## src/rtl/frame_draw_scheduler_pkg.sv

```systemverilog
// draw_sched_pkg: shared states, default geometry and client indices for the frame draw scheduler.
package draw_sched_pkg;
    typedef enum logic [1:0] {IDLE, START, RUN, NEXT} state_e;
    localparam int DEF_TIMEOUT_CYCLES = 20000;
    localparam int DEF_X_W = 8;
    localparam int DEF_Y_W = 7;
    localparam int MAP_CLIENT = 0;
    localparam int PLAYER_CLIENT = 1;
    function automatic int idx_w(input int n);
        return n > 1 ? $clog2(n) : 1;
    endfunction
endpackage

```

## src/rtl/frame_draw_scheduler_if.sv

```systemverilog
// frame_draw_scheduler_if: draw-client side and ROM/VGA side buses owned by the scheduler.
interface frame_draw_scheduler_if #(
    parameter int NUM_CLIENTS = 4,
    parameter int ADDR_W = 16,
    parameter int RGB_W = 24,
    parameter int X_W = 8,
    parameter int Y_W = 7
);
    logic [NUM_CLIENTS-1:0] client_start;
    logic [NUM_CLIENTS-1:0] client_done;
    logic [NUM_CLIENTS-1:0] client_plot;
    logic [NUM_CLIENTS*ADDR_W-1:0] client_rom_addr;
    logic [NUM_CLIENTS*X_W-1:0] client_x;
    logic [NUM_CLIENTS*Y_W-1:0] client_y;
    logic [NUM_CLIENTS*RGB_W-1:0] client_rgb;
    logic [ADDR_W-1:0] rom_address;
    logic vga_plot;
    logic [X_W-1:0] vga_x;
    logic [Y_W-1:0] vga_y;
    logic [RGB_W-1:0] vga_rgb;
    modport master (
        output client_start, rom_address, vga_plot, vga_x, vga_y, vga_rgb,
        input client_done, client_plot, client_rom_addr, client_x, client_y, client_rgb
    );
    modport slave (
        input client_start, rom_address, vga_plot, vga_x, vga_y, vga_rgb,
        output client_done, client_plot, client_rom_addr, client_x, client_y, client_rgb
    );
endinterface

```

## src/rtl/frame_draw_scheduler_finder.sv

```systemverilog
// next_client_finder: lowest enabled client index strictly above cur (cur = -1 searches from 0).
module next_client_finder #(
    parameter int N = 4,
    parameter int IDX_W = 2
) (
    input  logic [N-1:0]       en,
    input  logic signed [IDX_W:0] cur,
    output logic [IDX_W-1:0]   idx,
    output logic               valid
);
    always_comb begin
        idx = '0;
        valid = 1'b0;
        for (int i = N - 1; i >= 0; i--) begin
            if (en[i] && (i > int'(cur))) begin
                idx = IDX_W'(i);
                valid = 1'b1;
            end
        end
    end
endmodule

```

## src/rtl/frame_draw_scheduler.sv

```systemverilog
// frame_draw_scheduler: per-frame sequencer granting the ROM/VGA buses to enabled draw clients in index order.
module frame_draw_scheduler
    import draw_sched_pkg::*;
#(
    parameter int NUM_CLIENTS = 4,
    parameter int ADDR_W = 16,
    parameter int RGB_W = 24,
    parameter int X_W = DEF_X_W,
    parameter int Y_W = DEF_Y_W,
    parameter int TIMEOUT_CYCLES = DEF_TIMEOUT_CYCLES
) (
    input  logic                          clk,
    input  logic                          reset,
    input  logic                          frame_tick,
    input  logic [NUM_CLIENTS-1:0]        client_en,
    frame_draw_scheduler_if.master        bus,
    output logic                          busy,
    output logic [idx_w(NUM_CLIENTS)-1:0] active_client,
    output logic                          frame_overrun,
    output logic                          timeout_flag,
    output logic [7:0]                    overrun_count
);
    localparam int IW = idx_w(NUM_CLIENTS);
    localparam int WD_W = $clog2(TIMEOUT_CYCLES) + 1;
    state_e state_q, state_d;
    logic [IW-1:0] grant_q, grant_d;
    logic [NUM_CLIENTS-1:0] en_snap_q, en_snap_d, start_q, start_d;
    logic [WD_W-1:0] wd_q, wd_d;
    logic overrun_q, overrun_d, timeout_q, timeout_d;
    logic [7:0] ocnt_q, ocnt_d;
    logic [NUM_CLIENTS-1:0] find_en;
    logic signed [IW:0] find_cur;
    logic [IW-1:0] find_idx;
    logic find_valid, run;
    // IDLE searches the live enables from -1; NEXT searches the snapshot above the grant.
    assign find_en = (state_q == IDLE) ? client_en : en_snap_q;
    assign find_cur = (state_q == IDLE) ? '1 : {1'b0, grant_q};
    next_client_finder #(.N(NUM_CLIENTS), .IDX_W(IW)) u_finder (
        .en(find_en),
        .cur(find_cur),
        .idx(find_idx),
        .valid(find_valid)
    );
    always_comb begin
        state_d = state_q;
        grant_d = grant_q;
        en_snap_d = en_snap_q;
        wd_d = wd_q;
        start_d = '0;
        timeout_d = 1'b0;
        overrun_d = frame_tick && (state_q != IDLE);
        ocnt_d = (overrun_d && ocnt_q != 8'hff) ? ocnt_q + 8'd1 : ocnt_q;
        unique case (state_q)
            IDLE: begin
                if (frame_tick) begin
                    en_snap_d = client_en;
                    if (find_valid) begin
                        grant_d = find_idx;
                        start_d = NUM_CLIENTS'(1) << find_idx;
                        state_d = START;
                    end
                end
            end
            START: begin
                wd_d = '0;
                state_d = RUN;
            end
            RUN: begin
                wd_d = wd_q + WD_W'(1);
                // done has priority over an expiring watchdog in the same cycle
                if (bus.client_done[grant_q]) state_d = NEXT;
                else if (wd_q == WD_W'(TIMEOUT_CYCLES - 1)) begin
                    timeout_d = 1'b1;
                    state_d = NEXT;
                end
            end
            NEXT: begin
                if (find_valid) begin
                    grant_d = find_idx;
                    start_d = NUM_CLIENTS'(1) << find_idx;
                    state_d = START;
                end else state_d = IDLE;
            end
            default: state_d = IDLE;
        endcase
    end
    always_ff @(posedge clk) begin
        if (reset) begin
            state_q <= IDLE;
            grant_q <= '0;
            en_snap_q <= '0;
            wd_q <= '0;
            start_q <= '0;
            overrun_q <= 1'b0;
            timeout_q <= 1'b0;
            ocnt_q <= '0;
        end else begin
            state_q <= state_d;
            grant_q <= grant_d;
            en_snap_q <= en_snap_d;
            wd_q <= wd_d;
            start_q <= start_d;
            overrun_q <= overrun_d;
            timeout_q <= timeout_d;
            ocnt_q <= ocnt_d;
        end
    end
    assign run = (state_q == RUN);
    assign bus.client_start = start_q;
    assign bus.vga_plot = run & bus.client_plot[grant_q];
    assign bus.rom_address = run ? bus.client_rom_addr[grant_q*ADDR_W +: ADDR_W] : '0;
    assign bus.vga_x = bus.client_x[grant_q*X_W +: X_W];
    assign bus.vga_y = bus.client_y[grant_q*Y_W +: Y_W];
    assign bus.vga_rgb = bus.client_rgb[grant_q*RGB_W +: RGB_W];
    assign busy = (state_q != IDLE);
    assign active_client = grant_q;
    assign frame_overrun = overrun_q;
    assign timeout_flag = timeout_q;
    assign overrun_count = ocnt_q;
endmodule

```

## src/flat_wrapper.sv

```systemverilog
// flat-port wrapper written by rule: the top's interface ports become plain ports
module frame_draw_scheduler_flat import draw_sched_pkg::*;
#(
    parameter int NUM_CLIENTS = 4,
    parameter int ADDR_W = 16,
    parameter int RGB_W = 24,
    parameter int X_W = DEF_X_W,
    parameter int Y_W = DEF_Y_W,
    parameter int TIMEOUT_CYCLES = DEF_TIMEOUT_CYCLES
)
  (clk, reset, frame_tick, client_en, busy, active_client, frame_overrun, timeout_flag, overrun_count, bus_client_start, bus_rom_address, bus_vga_plot, bus_vga_x, bus_vga_y, bus_vga_rgb, bus_client_done, bus_client_plot, bus_client_rom_addr, bus_client_x, bus_client_y, bus_client_rgb);
  frame_draw_scheduler_if #(.NUM_CLIENTS(NUM_CLIENTS), .ADDR_W(ADDR_W), .RGB_W(RGB_W), .X_W(X_W), .Y_W(Y_W)) bus_i ();
  input  logic clk;
  input  logic reset;
  input  logic frame_tick;
  input  logic [NUM_CLIENTS-1:0] client_en;
  output logic busy;
  output logic [idx_w(NUM_CLIENTS)-1:0] active_client;
  output logic frame_overrun;
  output logic timeout_flag;
  output logic [7:0] overrun_count;
  output wire logic [$bits(bus_i.client_start)-1:0] bus_client_start;
  output wire logic [$bits(bus_i.rom_address)-1:0] bus_rom_address;
  output wire logic [$bits(bus_i.vga_plot)-1:0] bus_vga_plot;
  output wire logic [$bits(bus_i.vga_x)-1:0] bus_vga_x;
  output wire logic [$bits(bus_i.vga_y)-1:0] bus_vga_y;
  output wire logic [$bits(bus_i.vga_rgb)-1:0] bus_vga_rgb;
  input wire logic [$bits(bus_i.client_done)-1:0] bus_client_done;
  input wire logic [$bits(bus_i.client_plot)-1:0] bus_client_plot;
  input wire logic [$bits(bus_i.client_rom_addr)-1:0] bus_client_rom_addr;
  input wire logic [$bits(bus_i.client_x)-1:0] bus_client_x;
  input wire logic [$bits(bus_i.client_y)-1:0] bus_client_y;
  input wire logic [$bits(bus_i.client_rgb)-1:0] bus_client_rgb;
  assign bus_client_start = bus_i.client_start;
  assign bus_rom_address = bus_i.rom_address;
  assign bus_vga_plot = bus_i.vga_plot;
  assign bus_vga_x = bus_i.vga_x;
  assign bus_vga_y = bus_i.vga_y;
  assign bus_vga_rgb = bus_i.vga_rgb;
  assign bus_i.client_done = bus_client_done;
  assign bus_i.client_plot = bus_client_plot;
  assign bus_i.client_rom_addr = bus_client_rom_addr;
  assign bus_i.client_x = bus_client_x;
  assign bus_i.client_y = bus_client_y;
  assign bus_i.client_rgb = bus_client_rgb;
  frame_draw_scheduler #(.NUM_CLIENTS(NUM_CLIENTS), .ADDR_W(ADDR_W), .RGB_W(RGB_W), .X_W(X_W), .Y_W(Y_W), .TIMEOUT_CYCLES(TIMEOUT_CYCLES)) u_core (.clk(clk), .reset(reset), .frame_tick(frame_tick), .client_en(client_en), .bus(bus_i), .busy(busy), .active_client(active_client), .frame_overrun(frame_overrun), .timeout_flag(timeout_flag), .overrun_count(overrun_count));
endmodule
```

## config.mk

```make
export PLATFORM = sky130hd
export DESIGN_NAME = frame_draw_scheduler_flat
export DESIGN_NICKNAME = d
export VERILOG_FILES = /design/src/rtl/frame_draw_scheduler_pkg.sv /design/src/rtl/frame_draw_scheduler_if.sv /design/src/rtl/frame_draw_scheduler_finder.sv /design/src/rtl/frame_draw_scheduler.sv /design/src/flat_wrapper.sv
export SDC_FILE = /design/constraint.sdc
export NUM_CORES = 1
export LEC_CHECK = 0
export ABC_AREA = 1
export CAP_MARGIN = 20
export CORE_AREA = 2 2 120 122
export DETAILED_ROUTE_END_ITERATION = 12
export DIE_AREA = 0 0 122 124
export PLACE_DENSITY = 0.7
export SLEW_MARGIN = 20
export SYNTH_ARGS = -nofsm -noshare
export SYNTH_HDL_FRONTEND = slang
export SYNTH_HIERARCHICAL = 1
export SYNTH_SLANG_ARGS = --single-unit
```

## constraint.sdc

```tcl
create_clock -name clk -period 3.9 [get_ports clk]
set_clock_uncertainty 0.15 [all_clocks]
set_input_delay 0.78 -clock clk [delete_from_list [all_inputs] [get_ports clk]]
set_output_delay 0.78 -clock clk [all_outputs]
set_load 0.05 [all_outputs]
```

==> results of run 1 <==
## power by group through the flow
stage / Clock [W] / Combinational [W] / Sequential [W]
finish: 0.000461 / 0.00297 / 0.000470
global route: 0.000492 / 0.00319 / 0.000476
CTS: 0.000474 / 0.00298 / 0.000470
detailed placement: 0 / 0.00297 / 0.000478
global placement: 0 / 0.00296 / 0.000476
floorplan: 0 / 0.00181 / 0.000535
## per-stage QoR
| step | area, µm² | setup WS [ps] | hold WS (ps) | util [%] | instances |
|---|---|---|---|---|---|
| floorplan | 3540 | 838 | 274 | - | 636 |
| global placement | 6840 | 688 | 287 | 49.8 | 1093 |
| detailed placement | 6840 | 705 | 293 | 49.8 | 1093 |
| CTS | 7010 | 696 | 302 | 51.1 | 1101 |
| global route | 7010 | 624 | 319 | 51.1 | 1101 |
| finish | 7010 | 657 | 299 | 51.1 | 1101 |
## critical path, stage by stage
cell and delay, ps:
sky130_fd_sc_hd__clkdlybuf4s50_1 460, sky130_fd_sc_hd__nor2_1 40, sky130_fd_sc_hd__nor2_1 90, sky130_fd_sc_hd__o21ai_0 90
sky130_fd_sc_hd__a21oi_1 630, sky130_fd_sc_hd__buf_12 220
## synth_stat cells, types with 3 or more instances
cell type / n / area, µm²
sky130_fd_sc_hd__a21oi_1: 46 / 230
sky130_fd_sc_hd__o22ai_1: 39 / 244
sky130_fd_sc_hd__inv_2: 5 / 18.8
sky130_fd_sc_hd__o21ai_0: 132 / 661
sky130_fd_sc_hd__nand2_2: 4 / 25.0
sky130_fd_sc_hd__nand2_1: 68 / 255
sky130_fd_sc_hd__ha_1: 5 / 62.6
sky130_fd_sc_hd__buf_2: 16 / 80.1
sky130_fd_sc_hd__nor2_1: 181 / 679
sky130_fd_sc_hd__clkbuf_1: 23 / 86.3
sky130_fd_sc_hd__dfxtp_1: 38 / 761
sky130_fd_sc_hd__xnor2_1: 3 / 26.3
sky130_fd_sc_hd__nor2_2: 3 / 18.8
sky130_fd_sc_hd__xor2_1: 3 / 26.3
sky130_fd_sc_hd__nand3_1: 15 / 75.1
sky130_fd_sc_hd__inv_1: 35 / 131
## per-layer routing
layer | up-vias | global-route usage, %
li1 | 2702 | -
met1 | 2364 | 29.4
met2 | 205 | 36.9
met3 | 38 | 7.74
met4 | 2 | 7.47
met5 | - | 0
## final timing paths
path                           start             endpoint  slack (ps)  cells past startpoint
max          bus_client_rom_addr[15]  bus_rom_address[15]         660                      6
min              u_core/en_snap_q[3]  u_core/en_snap_q[3]         300                      2
max reg2reg        u_core/state_q[0]    u_core/state_q[1]        1350                     14
min reg2reg      u_core/en_snap_q[3]  u_core/en_snap_q[3]         300                      2
## sequential cells by signal, indices dropped and copies added, names as in the netlist
name and flops:
u_core/active_client 2, u_core/state_q 2, u_core/en_snap_q 4, u_core/timeout_flag 1
u_core/bus.client_start 4, u_core/wd_q 16, u_core/overrun_count 8, u_core/frame_overrun 1
## kinds of logic (layout without fill, tap and decap cells)
group / count (synthesis) / after routing
AO/OA/AOI/OAI: 222 / 222
buffers and inverters: 84 / 369
AND/OR/NAND/NOR: 281 / 281
XOR/XNOR: 6 / 6
flip-flops: 38 / 38
adder cells (fa/ha/maj): 5 / 5
## area by class of cell
cell class	instances	area (µm²)
clock inverters	3	43.8
well taps	180	225
flip-flops and latches	38	766
clock buffers	5	125
fillers	1409	6710
repair buffers	320	3270
multi-input cells	514	2420
inverters	41	158
==> results.py, run 1 <==
metrics = {
    "routing": {
        "detail_route.vias_per_cell": 4.82,
        "routed-wl-met2_um": 8310,
        "drt.antenna.violating_nets": 0,
        "wl_met3_um": 2000,
        "wl_per_cell_um": 16.9,
        "drtIter0Drc": 290,
        "route.detailed.drc": 0,
        "top_layer_used": "met5",
        "met1Wirelength_um": 7750,
        "drt_first_pass_iters": 4,
        "totalWireLength_um": 18600,
        "via_count": 5311,
    },
    "pwr": {
        "p_sw_share_pct": 54.9,
        "leakagePower_nw": 2.76,
        "clock_power_share_pct": 11.8,
        "netSwitchingPower_w": 0.00214,
        "seqPwrFrac_pct": 12.0,
        "combinationalPowerShare_pct": 76.1,
        "vdd.ir_drop.worst_v": 0.000395,
        "powerDensity_mw_per_mm2": 557,
        "p_total_w": 0.00390,
        "intPower_w": 0.00176,
    },
    "clocking": {
        "clock_path_buffers": 2,
        "numCtsBuffers": 5,
        "clkTransAtPathRegs_ps": 60,
        "cts_hold_repair.buffers": 0,
        "clock_sinks": 38,
        "tritoncts_clock_tree": "yes",
        "cts_root_buf": "sky130_fd_sc_hd__clkbuf_16",
        "worstSkewPairLatency_ps": 280,
        "postCtsSetupBuffers": 0,
        "h-tree-depth": 2,
        "post_cts_resize_count": 0,
    },
    "synthesis": {
        "yosys-mux-area-fraction_pct": 0,
        "synth_cells": 636,
        "number_of_flops_mapped_to_enable_cells_by_yosys": 0,
        "ys_async_sr_fraction_pct": 0,
        "synth_ff_type": "sky130_fd_sc_hd__dfxtp_1",
        "mappedNetlistNets": 876,
        "synth-adder-area-share_pct": 1.77,
        "yosys_register_bits": 38,
        "synth_area_mm2": 0.00354,
        "main_combinational_cell_family_by_area_after_synthesis": "compound AO/OA/AOI/OAI gates",
        "yosys_warnings": 6,
        "syn-mean-instance-area_um2": 5.57,
        "synth_seq_area_share_pct": 21.5,
        "synthSimpleGateAreaFrac_pct": 32.1,
        "synthXorXnorAreaFrac_pct": 1.48,
        "synth_compound_gate_area_share_pct": 33.0,
        "yosysUniqueCellTypes": 30,
    },
    "worst_setup_path": {
        "worst_ep_arrival_time_ps": 2310,
        "timing.setup.critical_path_class": "input pin to output port",
        "critical_path_peak_fanout": 1,
        "setup.worst_path.end_class": "output port",
        "critical_path_required_ps": 2970,
        "start_kind": "input pin",
    },
    "die": {
        "site_rows": 43,
        "start_util_pct": 25.8,
        "design.die.area_mm2": 0.0151,
        "die_height_um": 124,
        "core_area_mm2": 0.0137,
        "top_level_ports": 308,
        "die_width_um": 122,
    },
    "finish": {
        "final_net_count": 1160,
        "area_growth_syn_to_layout_pct": 97.8,
        "drive_gt1_share_pct": 10.5,
        "n_antenna_cell": 0,
        "layout.cells.most_common": "sky130_fd_sc_hd__clkdlybuf4s50_1",
        "final_cell_mix": "sky130_fd_sc_hd__clkdlybuf4s50_1, sky130_fd_sc_hd__nor2_1, sky130_fd_sc_hd__o21ai_0, sky130_fd_sc_hd__nand2_1, sky130_fd_sc_hd__buf_4",
    },
    "sta": {
        "fmaxAchievable_ghz": 0.308,
        "totalNegativeSetupSlack_ps": 0,
        "final-hold-violation-count": 0,
        "rsz_0062_raised_after_global_routing": "no",
        "setup-violations-final": 0,
        "fin_crit_ps": 3240,
        "min_period_over_period_pct": 83.1,
        "finalMaxSlewViolations": 0,
        "slew-limit-headroom_pct": 50.7,
        "transition_at_the_pin_with_the_smallest_max_transition_slack_ps": 742,
    },
    "global_routing": {
        "first_pass_grt_wire_length_um": 27200,
        "tot_gr_track_use_pct": 23.1,
        "antenna_found_initial": 1,
        "vias_in_the_first_global_route": 4892,
        "total_global_routing_overflow": 0,
        "pin_count_of_the_biggest_net_entering_global_routing": 116,
    },
    "worst_hold_path": {
        "min-delay-path-class": "flop to flop",
    },
    "placed_design": {
        "dp.final_hpwl_um": 14600,
        "globalplace.congestion": 0.861,
        "io_buffer_count": 307,
    },
    "run_status": {
        "outcome": "finished, final reports clean",
    },
    "flow_run": {
        "maxCapViolCount": 0,
    },
}
No activity file was read; power rests on OpenSTA's default activity.
==> run 2, diff against run 1 <==
clock period = 3.1 ns   (was 3.9 ns; I/O delays follow)
==> results.py, run 2 (synthesized netlist as in run 1, its figures left out) <==
metrics = {
    "pwr": {
        "clock_power_share_pct": 11.3,
        "netSwitchingPower_w": 0.00268,
        "combinationalPowerShare_pct": 76.2,
        "leakagePower_nw": 2.76,
        "p_sw_share_pct": 54.8,
        "p_total_w": 0.00488,
        "intPower_w": 0.00220,
        "vdd.ir_drop.worst_v": 0.000469,
        "seqPwrFrac_pct": 12.5,
        "powerDensity_mw_per_mm2": 697,
    },
    "sta": {
        "worst_slack_ps": 176,
        "min_period_over_period_pct": 94.3,
        "final-hold-violation-count": 0,
        "fmaxAchievable_ghz": 0.342,
        "slew-limit-headroom_pct": 58.8,
        "totalNegativeSetupSlack_ps": 0,
        "rsz_0062_raised_after_global_routing": "no",
        "setup-violations-final": 0,
        "finalMaxSlewViolations": 0,
        "transition_at_the_pin_with_the_smallest_max_transition_slack_ps": 618,
        "fin_crit_ps": 2920,
    },
    "clocking": {
        "cts_hold_repair.buffers": 0,
        "clock_sinks": 38,
        "h-tree-depth": 2,
        "tritoncts_clock_tree": "yes",
        "postCtsSetupBuffers": 0,
        "post_cts_resize_count": 0,
        "worstSkewPairLatency_ps": 280,
        "clkTransAtPathRegs_ps": 50,
        "numCtsBuffers": 5,
        "clock_path_buffers": 2,
        "cts_root_buf": "sky130_fd_sc_hd__clkbuf_16",
    },
    "worst_setup_path": {
        "cpPeakStageDelay_ps": 840,
        "cp_cell_sequence": "inv_1 -> ha_1 -> inv_1 -> clkdlybuf4s50_1",
        "critical_path.n_buffers_inverters": 3,
        "critical_path_required_ps": 2330,
        "setup.worst_path.end_class": "output port",
        "start_kind": "flop",
        "path_common_cell": "sky130_fd_sc_hd__inv_1",
        "ff2ff_setup_slack_ps": 570,
        "worst_ep_arrival_time_ps": 2150,
        "cp_top_family": "buffers and inverters",
        "timing.setup.critical_path_class": "flop to output port",
        "crit_slowest_cell": "sky130_fd_sc_hd__clkdlybuf4s50_1",
        "critical_path_peak_fanout": 14,
    },
    "finish": {
        "registers.top_by_ff_count": "u_core/wd_q",
        "multi_input_comb_area_mm2": 0.00242,
        "area_growth_syn_to_layout_pct": 97.6,
        "drive_gt1_share_pct": 10.2,
        "n_antenna_cell": 0,
        "largest_reg_flops": 16,
        "fill_cells": 1387,
        "ff_latch_area_um2": 766,
        "layout.cells.most_common": "sky130_fd_sc_hd__clkdlybuf4s50_1",
        "final_net_count": 1158,
        "final_cell_mix": "sky130_fd_sc_hd__clkdlybuf4s50_1, sky130_fd_sc_hd__nor2_1, sky130_fd_sc_hd__o21ai_0, sky130_fd_sc_hd__nand2_1, sky130_fd_sc_hd__buf_4",
    },
    "die": {
        "top_level_ports": 308,
        "start_util_pct": 25.8,
        "site_rows": 43,
        "design.die.area_mm2": 0.0151,
        "core_area_mm2": 0.0137,
        "die_width_um": 122,
        "die_height_um": 124,
    },
    "global_routing": {
        "tot_gr_track_use_pct": 22.9,
        "vias_in_the_first_global_route": 4843,
        "antenna_found_initial": 0,
        "total_global_routing_overflow": 0,
        "first_pass_grt_wire_length_um": 26900,
        "pin_count_of_the_biggest_net_entering_global_routing": 71,
    },
    "routing": {
        "route.detailed.drc": 0,
        "drt_first_pass_iters": 5,
        "detail_route.vias_per_cell": 4.76,
        "drt.antenna.violating_nets": 0,
        "drtIter0Drc": 305,
        "totalWireLength_um": 18300,
        "via_count": 5231,
        "wl_per_cell_um": 16.6,
    },
    "placed_design": {
        "dp.final_hpwl_um": 14300,
        "io_buffer_count": 307,
        "globalplace.congestion": 0.864,
        "preCtsSetupSlack_ps": 456,
    },
    "run_status": {
        "outcome": "finished, final reports clean",
    },
    "worst_hold_path": {
        "min-delay-path-class": "flop to flop",
    },
    "flow_run": {
        "maxCapViolCount": 0,
    },
}
-- run 2: cell count changes in the layout (fill, tap and decap cells not counted), sizes merged --
cell	change
inv	-1
clkbuf	+2
buf	-2
clkinvlp	-1
bufinv	-1
-- run 2: worst paths after layout --
check                                      endpoint  cells past startpoint                start
worst min-delay path            u_core/en_snap_q[1]                      2  u_core/en_snap_q[1]
worst min register to register  u_core/en_snap_q[1]                      2  u_core/en_snap_q[1]
worst max-delay path                           busy                      4    u_core/state_q[0]
worst max register to register    u_core/state_q[1]                     14    u_core/state_q[0]
-- run 2: per-layer routing --
layer	global-route usage [%]	share of wire (%)	routed length [µm]	up-vias
met1	29.8	43	7860	2325
met5	0	0	0	-
li1	-	-	-	2688
met4	5.60	2.2	393	0
met3	6.64	9.8	1790	30
met2	37.4	45	8220	188
-- run 2: power by group through the flow --
stage / Clock [W] / Combinational [W] / Sequential, W
detailed placement: 0 / 0.00371 / 0.000624
global placement: 0 / 0.00370 / 0.000622
CTS: 0.000562 / 0.00373 / 0.000613
global route: 0.000578 / 0.00399 / 0.000625
finish: 0.000550 / 0.00372 / 0.000612
floorplan: 0 / 0.00228 / 0.000673
-- run 2: tightest hold or removal path: stages, from the launching register on --
cell	delay, ps
sky130_fd_sc_hd__dfxtp_1	290
sky130_fd_sc_hd__inv_1	50
sky130_fd_sc_hd__a21oi_1	50
-- run 2: area by class of cell --
type                            instances  area share (%)
Inverter                               41            2.25
Sequential cell                        38            10.9
Timing Repair Buffer                  318            46.7
Clock buffer                            7            2.34
Multi-Input combinational cell        514            34.6
Tap cell                              180            3.22
-- run 2: through the flow --
stage          util, %  cell area [µm²]  std cells  hold slack (ps)
2_1_floorplan        -             3540        636              274
5_1_grt           51.0             7000       1098              311
3_5_place_dp      49.8             6840       1091              293
6_report          51.0             7000       1098              297
4_1_cts           51.0             7000       1098              300
3_3_place_gp      49.8             6840       1091              286
